`config.mk`:
```
export PLATFORM = sky130hd
export DESIGN_NAME = mem_arbiter
export DESIGN_NICKNAME = d
export VERILOG_FILES = /design/src/rtl/mem_arb_pkg.sv /design/src/rtl/mem_arbiter.sv
export SDC_FILE = /design/constraint.sdc
export NUM_CORES = 1
export LEC_CHECK = 0
export ABC_CLOCK_PERIOD_IN_PS = 1400
export CAP_MARGIN = 20
export CORE_MARGIN = 3
export CORE_UTILIZATION = 45
export CTS_CLUSTER_DIAMETER = 120
export DETAILED_ROUTE_END_ITERATION = 10
export DONT_BUFFER_PORTS = 1
export GPL_TIMING_DRIVEN = 0
export PLACE_DENSITY = 0.7
export SYNTH_ARGS = -nofsm -noshare
export SYNTH_HDL_FRONTEND = slang
export SYNTH_SLANG_ARGS = --single-unit
```
`constraint.sdc`:
```
create_clock -name clk -period 1.4 [get_ports clk]
set_clock_uncertainty 0.1 [all_clocks]
set_input_delay 0.28 -clock clk [delete_from_list [all_inputs] [get_ports clk]]
set_output_delay 0.28 -clock clk [all_outputs]
set_load 0.03 [all_outputs]
```
`src/rtl/mem_arb_pkg.sv`:
```
// Shared types and default sizing for the CPU/debug memory arbiter.
package mem_arb_pkg;

   localparam int unsigned ADDR_WIDTH   = 16;
   localparam int unsigned DATA_WIDTH   = 8;
   localparam int unsigned STARVE_LIMIT = 4;

   typedef enum logic [1:0] {
      REQ_NONE,
      REQ_CPU,
      REQ_DBG
   } req_id_t;

endpackage

```
`src/rtl/mem_arbiter.sv`:
```
// Single-port memory arbiter: fixed CPU priority with a debug-port starvation guard,
// registered issue stage and one-cycle read return steered by an owner tag.
module mem_arbiter #(
   parameter int unsigned ADDR_WIDTH   = mem_arb_pkg::ADDR_WIDTH,
   parameter int unsigned DATA_WIDTH   = mem_arb_pkg::DATA_WIDTH,
   parameter int unsigned STARVE_LIMIT = mem_arb_pkg::STARVE_LIMIT
) (
   input  logic                  clk,
   input  logic                  resetn,
   input  logic                  cpu_req,
   input  logic                  cpu_we,
   input  logic [ADDR_WIDTH-1:0] cpu_addr,
   input  logic [DATA_WIDTH-1:0] cpu_wdata,
   output logic                  cpu_gnt,
   output logic                  cpu_rvalid,
   output logic [DATA_WIDTH-1:0] cpu_rdata,
   input  logic                  dbg_req,
   input  logic                  dbg_we,
   input  logic [ADDR_WIDTH-1:0] dbg_addr,
   input  logic [DATA_WIDTH-1:0] dbg_wdata,
   output logic                  dbg_gnt,
   output logic                  dbg_rvalid,
   output logic [DATA_WIDTH-1:0] dbg_rdata,
   output logic                  mem_enable,
   output logic                  mem_we,
   output logic [ADDR_WIDTH-1:0] mem_address,
   output logic [DATA_WIDTH-1:0] mem_wr_data,
   input  logic [DATA_WIDTH-1:0] mem_rd_data
);
   import mem_arb_pkg::*;

   localparam int unsigned   CW    = $clog2(STARVE_LIMIT + 1);
   localparam logic [CW-1:0] LIMIT = CW'(STARVE_LIMIT);

   logic [CW-1:0]         starve_cnt;
   logic [CW-1:0]         starve_next;
   logic                  cpu_pick;
   logic                  dbg_pick;
   req_id_t               owner;
   logic [DATA_WIDTH-1:0] cpu_rdata_q;
   logic [DATA_WIDTH-1:0] dbg_rdata_q;

   // The counter never passes LIMIT: reaching it hands the next slot to dbg.
   always_comb begin
      dbg_pick    = dbg_req && (!cpu_req || (starve_cnt == LIMIT));
      cpu_pick    = cpu_req && !dbg_pick;
      starve_next = starve_cnt;
      if (!dbg_req || dbg_pick) begin
         starve_next = '0;
      end else if (cpu_pick) begin
         starve_next = starve_cnt + 1'b1;
      end
   end

   always_ff @(posedge clk or negedge resetn) begin
      if (!resetn) begin
         starve_cnt  <= '0;
         cpu_gnt     <= 1'b0;
         dbg_gnt     <= 1'b0;
         mem_enable  <= 1'b0;
         mem_we      <= 1'b0;
         mem_address <= '0;
         mem_wr_data <= '0;
         owner       <= REQ_NONE;
         cpu_rdata_q <= '0;
         dbg_rdata_q <= '0;
      end else begin
         starve_cnt <= starve_next;
         cpu_gnt    <= cpu_pick;
         dbg_gnt    <= dbg_pick;
         mem_enable <= cpu_pick || dbg_pick;
         mem_we     <= (cpu_pick && cpu_we) || (dbg_pick && dbg_we);
         if (cpu_pick) begin
            mem_address <= cpu_addr;
            mem_wr_data <= cpu_wdata;
         end else if (dbg_pick) begin
            mem_address <= dbg_addr;
            mem_wr_data <= dbg_wdata;
         end
         // Tag the cycle in which the memory returns data for the read issued now.
         if (mem_enable && !mem_we) begin
            owner <= cpu_gnt ? REQ_CPU : REQ_DBG;
         end else begin
            owner <= REQ_NONE;
         end
         if (cpu_rvalid) begin
            cpu_rdata_q <= mem_rd_data;
         end
         if (dbg_rvalid) begin
            dbg_rdata_q <= mem_rd_data;
         end
      end
   end

   // Read data passes straight through in the response cycle, then is held.
   assign cpu_rvalid = (owner == REQ_CPU);
   assign dbg_rvalid = (owner == REQ_DBG);
   assign cpu_rdata  = cpu_rvalid ? mem_rd_data : cpu_rdata_q;
   assign dbg_rdata  = dbg_rvalid ? mem_rd_data : dbg_rdata_q;

endmodule

```
==> flow_metrics.tcl, run 1 <==
set metrics [dict create \
    violations "hold timing, setup timing" \
    drc_errors 0 \
    status "complete, but fails checks" \
    via_count 1275 \
    p_seq_frac 0.513 \
    pre_cts_ws_ps -118.4 \
    endpoint "dbg_rdata[7]" \
    finalHoldViolCount 49 \
    track_usage 0.1746 \
    rr_worst_depth 7 \
    fillers 335 \
    synthFlopType "dfrtp_1" \
    critPathSlowestCell "dfrtp_1" \
    io_buffers 0 \
    p_int_mw 2.494 \
    synthesis.nets 207 \
    async_flop_share 1.000 \
    synthToLayoutAreaGrowth_pct 21.22 \
    end_kind "primary output" \
    max_stage_delay_ps 410 \
    cts.clk_slew.worst_paths_ps 80 \
    cp-start-kind "flop" \
    finalSetupViolations 42 \
    path_depth 4 \
    diodes 0 \
    drt_wl_total_mm 4.783 \
    r2r-start "starve_cnt[0]" \
    initial_core_util 0.4869 \
    htree_levels 2 \
    clock_latency_ps 280 \
    grt_antenna_before_repair 0 \
    vdd_drop_max_mv 0.5606 \
    vias_per_cell 6.014 \
    num_io_pins 108 \
    synth_edf_count 0 \
    ys_ff_latch 49 \
    row_count 23 \
    power.density_cell_area_nw_per_um2 1441 \
    combinationalPowerShare 0.205 \
    cp_num_buf_inv 2 \
    arrival_ps 1420 \
    antenna_left 0 \
    cts_buffer_depth 2 \
    period_share 1.285 \
    drv_cap 0 \
    synth_area_leader_cell "dfrtp_1" \
    rsz0062_at_grt "true" \
    overflow 0 \
    fmax_ghz 0.5559 \
    synth_cell_types 22 \
    hpwl_mm 3.419 \
    drt-pass1-iter-count 5 \
    crit_type "flop to primary output" \
    cts_sinks 49 \
    syn_inst 143 \
    r2r-end "mem_address[4]" \
    period_needed_ps 1799 \
    core_um2 4202 \
    setup.worst_path.start "owner[1]" \
    r2r_setup_slack_ps -120 \
    yosysTopAreaCellShare 0.5994 \
    drtIter0Drc 37 \
    grt_pass1_wl_mm 7.058 \
    synthTopCellsByArea "dfrtp_1, a221o_1, mux2_2" \
    grt_pass1_vias 1401 \
    relSlewSlack 0.7767 \
    critPathMaxFanout 5 \
    leakage_nw 1.124 \
    synth_area_um2 2046 \
    slew_violations 0 \
    cts_tree "built" \
    dieArea_um2 5391 \
    synth_area_per_cell_um2 14.31 \
    cp.required_ps 1020 \
    setup_ws_ps -398.7 \
    clockPowerShare 0.282 \
    p_sw_mw 1.080 \
    wl_per_cell_um 22.56 \
    fin_nets 225 \
    root_buffer "clkbuf_8" \
    crit_family "flip-flops" \
    path_cells "buf_4 -> nand2b_4 -> buf_6 -> mux2_4" \
    yosysWarnings 0 \
    fin_setup_tns_ps -8520 \
    grt_max_degree 50 \
    die_h_um 73.43 \
    switching_share 0.3021 \
    tightestPinTransition_ps 335.0 \
    drive_gt1_frac 0.3210 \
    hold_slack_ps -420.7 \
    routabilityCongestion 0.7990 \
    die_w_um 73.43 \
    yosysSeqAreaShare 0.5994 \
    cts_inserted_buffers 5 \
    min_path_type "primary input to async pin" \
]
-- logic make-up (layout without fill, tap and decap cells) --
family          Yosys count  in the layout  share of synthesized area
mux                      17             17                    0.09297
compound gates           27             27                     0.1413
buf+inv                  13             32                    0.04709
flops                    49             49                     0.5994
fa+ha+maj                 2              2                    0.01223
simple gates             35             35                     0.1070
-- cells in the final DEF (no fill, tap or decap), drive strengths merged --
cell type	n
a21boi	1
a22o	1
nor2b	1
nor3b	2
and4	1
inv	4
mux2i	1
a221o	24
clkinvlp	1
ha	2
and2	24
nor2	3
and3b	1
mux2	16
clkbuf	7
dfrtp	49
bufinv	1
nand2	2
a31oi	1
nand2b	1
buf	19
-- cell type report --
cell class                      count  area [um2]  share of cell area
Clock inverter                      1       30.03             0.01211
Tap cell                           50       62.56             0.02523
Clock buffer                        7       86.33             0.03481
Buffer                              8       102.6             0.04137
Inverter                            5       22.52            0.009082
Timing Repair Buffer               11       133.9             0.05399
Multi-Input combinational cell     81       815.8              0.3290
Sequential cell                    49        1226              0.4945
-- flip-flops by register name, summed over array words and instances, names as in the netlist --
register and flops:
cpu_gnt 1, dbg_gnt 1, cpu_rdata_q 8, mem_address 16
starve_cnt 3, mem_enable 1, mem_wr_data 8, owner 2
mem_we 1, dbg_rdata_q 8
-- timing repair --
action | in CTS | in global routing
setup buffers | 4 | 2
cloned | 3 | 2
gates resized for setup | 16 | 11
endpoints found under the hold margin | 49 | 49
setup endpoints to repair | 42 | 50
pin swaps | 18 | 7
-- stage by stage --
step	power [mW]	utilization	area, um2	cells
6_report	3.574	0.5902	2480	212
5_1_grt	3.724	0.5902	2480	212
4_1_cts	3.581	0.5739	2411	208
3_5_place_dp	2.510	0.5173	2173	193
3_3_place_gp	2.484	0.5173	2173	193
2_1_floorplan	2.410	-	2111	143
-- cell usage after synthesis (2+ instances only) --
library cell and count:
a221o_1 24, and2_0 10, and2_1 14, buf_2 2, buf_6 6, dfrtp_1 49
ha_1 2, inv_1 5, mux2_2 16, nor2_1 2, nor3b_1 2
-- per-layer routing --
metal,wire length [um],global-route usage,vias up
met2,2639,0.3208,64
met1,1693,0.1943,649
met3,399,0.05198,6
li1,-,-,556
met4,51,0.04829,0
met5,0,0,-
-- power by group through the flow --
stage | registers, mW | logic, mW | clock network, mW
detailed placement | 1.86 | 0.649 | 0
finish | 1.83 | 0.732 | 1.01
global route | 1.85 | 0.770 | 1.10
floorplan | 1.83 | 0.582 | 0
CTS | 1.84 | 0.707 | 1.04
global placement | 1.85 | 0.631 | 0
-- how the worst min path moves through the flow --
stage                     startpoint         endpoint  slack, ps  cells past startpoint
final                         resetn   mem_address[5]       -420                      0
after detailed placement      resetn   dbg_rdata_q[6]       -110                      0
after global placement        resetn   cpu_rdata_q[5]       -110                      0
after CTS                     resetn   mem_address[1]       -430                      0
after global routing          resetn  mem_address[12]       -450                      0
after floorplan               resetn          cpu_gnt       -120                      0
Note: power is estimated with default switching activity, not from simulation.
==> inputs of run 2 (changes only) <==
--- a/config.mk
+++ b/config.mk
@@ -7,13 +7,16 @@
 export LEC_CHECK = 0
 export ABC_CLOCK_PERIOD_IN_PS = 1400
 export CAP_MARGIN = 20
+export CELL_PAD_IN_SITES_DETAIL_PLACEMENT = 2
+export CELL_PAD_IN_SITES_GLOBAL_PLACEMENT = 2
 export CORE_MARGIN = 3
-export CORE_UTILIZATION = 45
+export CORE_UTILIZATION = 34
 export CTS_CLUSTER_DIAMETER = 120
 export DETAILED_ROUTE_END_ITERATION = 10
 export DONT_BUFFER_PORTS = 1
 export GPL_TIMING_DRIVEN = 0
-export PLACE_DENSITY = 0.7
+export HOLD_SLACK_MARGIN = 0.08
+export PLACE_DENSITY = 0.81
 export SYNTH_ARGS = -nofsm -noshare
 export SYNTH_HDL_FRONTEND = slang
 export SYNTH_SLANG_ARGS = --single-unit
==> run 2 against run 1 <==
The run still ends with hold timing, setup timing left. Final cell count rose by 37%. Power rose by 4.6%. Non-clock buffer count rose by 55. First-iteration DRC count fell by 8.1%. Flip-flop and latch count did not move. Largest power group unchanged.
==> flow_metrics.tcl, run 2 (synthesis gave the netlist of run 1 again) <==
set metrics [dict create \
    status "complete, but fails checks" \
    violations "hold timing, setup timing" \
    fin_util 0.5351 \
    fmax_ghz 0.5530 \
    slew_violations 0 \
    drt_wl_total_mm 7.147 \
    finalHoldViolCount 49 \
    finalSetupViolations 43 \
    vias_per_cell 5.276 \
    critPathSlowestCell "dfrtp_1" \
    root_buffer "clkbuf_8" \
    cts_tree "built" \
    final_common_cell "dlygate4sd3_1" \
    track_usage 0.2154 \
    row_count 27 \
    cts_inserted_buffers 5 \
    grt_pass1_wl_mm 11.46 \
    dieArea_um2 6984 \
    io_buffers 0 \
    fin_nets 280 \
    cp_num_buf_inv 1 \
    drtIter0Drc 34 \
    cp.required_ps 1020 \
    synthToLayoutAreaGrowth_pct 48.44 \
    drc_errors 0 \
    max_stage_delay_ps 420 \
    leakage_nw 1.347 \
    arrival_ps 1430 \
    cp-start-kind "flop" \
    via_count 1530 \
    grt_pass1_vias 1859 \
    path_cells "nor2b_4 -> buf_12 -> mux2_4" \
    core_um2 5675 \
    cts.clk_slew.worst_paths_ps 90 \
    min_path_type "primary input to async pin" \
    setup_ws_ps -408.4 \
    critPathMaxFanout 6 \
    wl_per_cell_um 24.64 \
    num_io_pins 108 \
    overflow 0 \
    crit_family "flip-flops" \
    antenna_left 0 \
    htree_levels 2 \
    routabilityCongestion 0.7912 \
    die_w_um 83.57 \
    hold_slack_ps -439.6 \
    hpwl_mm 4.016 \
    clock_latency_ps 300 \
    die_h_um 83.57 \
    p_total_mw 3.739 \
    grt_antenna_before_repair 1 \
    period_share 1.292 \
    relSlewSlack 0.7275 \
    largest_register "mem_address" \
    drt-pass1-iter-count 4 \
    cts_buffer_depth 2 \
    drv_cap 0 \
    end_kind "primary output" \
    initial_core_util 0.3604 \
    vdd_drop_max_mv 0.6119 \
    crit_type "flop to primary output" \
    fillers 519 \
    largest_register_ffs 16 \
    rsz0062_at_grt "true" \
    cts_sinks 49 \
    power.density_cell_area_nw_per_um2 1231 \
    drive_gt1_frac 0.2535 \
    tightestPinTransition_ps 408.7 \
    mostFrequentLayoutCells "dlygate4sd3_1, dfrtp_1, a221o_1" \
    period_needed_ps 1808 \
    grt_max_degree 50 \
    cts_hold_buf 52 \
]
run 2: cell types whose count changed in the layout (fill, tap and decap cells not counted), sizes merged:
| cell | previous run | this run |
|---|---|---|
| buf | 19 | 22 |
| clkinvlp | 1 | 2 |
| clkinv | 0 | 1 |
| clkbuf | 7 | 5 |
| dlygate4sd3 | 0 | 52 |
| diode | 0 | 1 |
run 2: metrics by stage:
| step | setup TNS, ps | hold WS [ps] | std cells | setup slack [ps] | area [um2] |
|---|---|---|---|---|---|
| floorplan | -433.3 | -115.6 | 143 | -33.45 | 2111 |
| global placement | -3051 | -114.5 | 215 | -111.9 | 2201 |
| detailed placement | -5179 | -114.2 | 215 | -177.4 | 2201 |
| CTS | -10250 | -460.3 | 288 | -439.6 | 3012 |
| global route | -13230 | -474.9 | 290 | -481.8 | 3037 |
| finish | -10620 | -439.6 | 290 | -408.4 | 3037 |
run 2: final timing paths:
path / endpoint / cells past startpoint / start / slack (ps)
worst max-delay path: cpu_rdata[2] / 3 / owner[1] / -410
worst min-delay path: dbg_rdata_q[6] / 0 / resetn / -440
worst max register to register: mem_wr_data[4] / 7 / starve_cnt[0] / -210
worst min register to register: dbg_rdata_q[2] / 1 / dbg_rdata_q[2] / 480
max in group asynchronous: mem_wr_data[0] / 0 / resetn / 1540
min in group clk: dbg_rdata_q[6] / 1 / mem_rd_data[6] / 120
run 2: power by group:
part           switching (mW)  leakage [nW]  total (mW)  internal (mW)
clock network           0.476        0.0544        1.01          0.535
logic                   0.467         0.700       0.878          0.410
registers               0.256         0.592        1.85           1.60
total                    1.20          1.35        3.74           2.54
run 2: layer usage:
metal	vias up	part of all wire	global-route usage
li1	668	-	-
met1	761	0.37	0.2272
met2	92	0.54	0.4078
met3	9	0.083	0.07404
met4	0	0.013	0.04971
met5	-	0	0
run 2: timing repair:
action | 4_1_cts | 5_1_grt
gates cloned | 5 | 0
endpoints found under the hold margin | 77 | 49
resized for setup | 23 | 4
pin swaps | 12 | 13
buffers inserted | 8 | 1
endpoints found under the setup margin | 57 | 44
run 2: layout make-up:
class,instances,area [um2],share of cell area
Multi-Input combinational cell,81,808.3,0.2662
Clock buffer,5,68.82,0.02266
Sequential cell,49,1226,0.4038
Antenna cell,1,2.502,0.0008241
Clock inverter,3,46.29,0.01525
Buffer,8,102.6,0.03379
Inverter,5,22.52,0.007417
Tap cell,72,90.09,0.02967
Timing Repair Buffer,66,669.4,0.2204
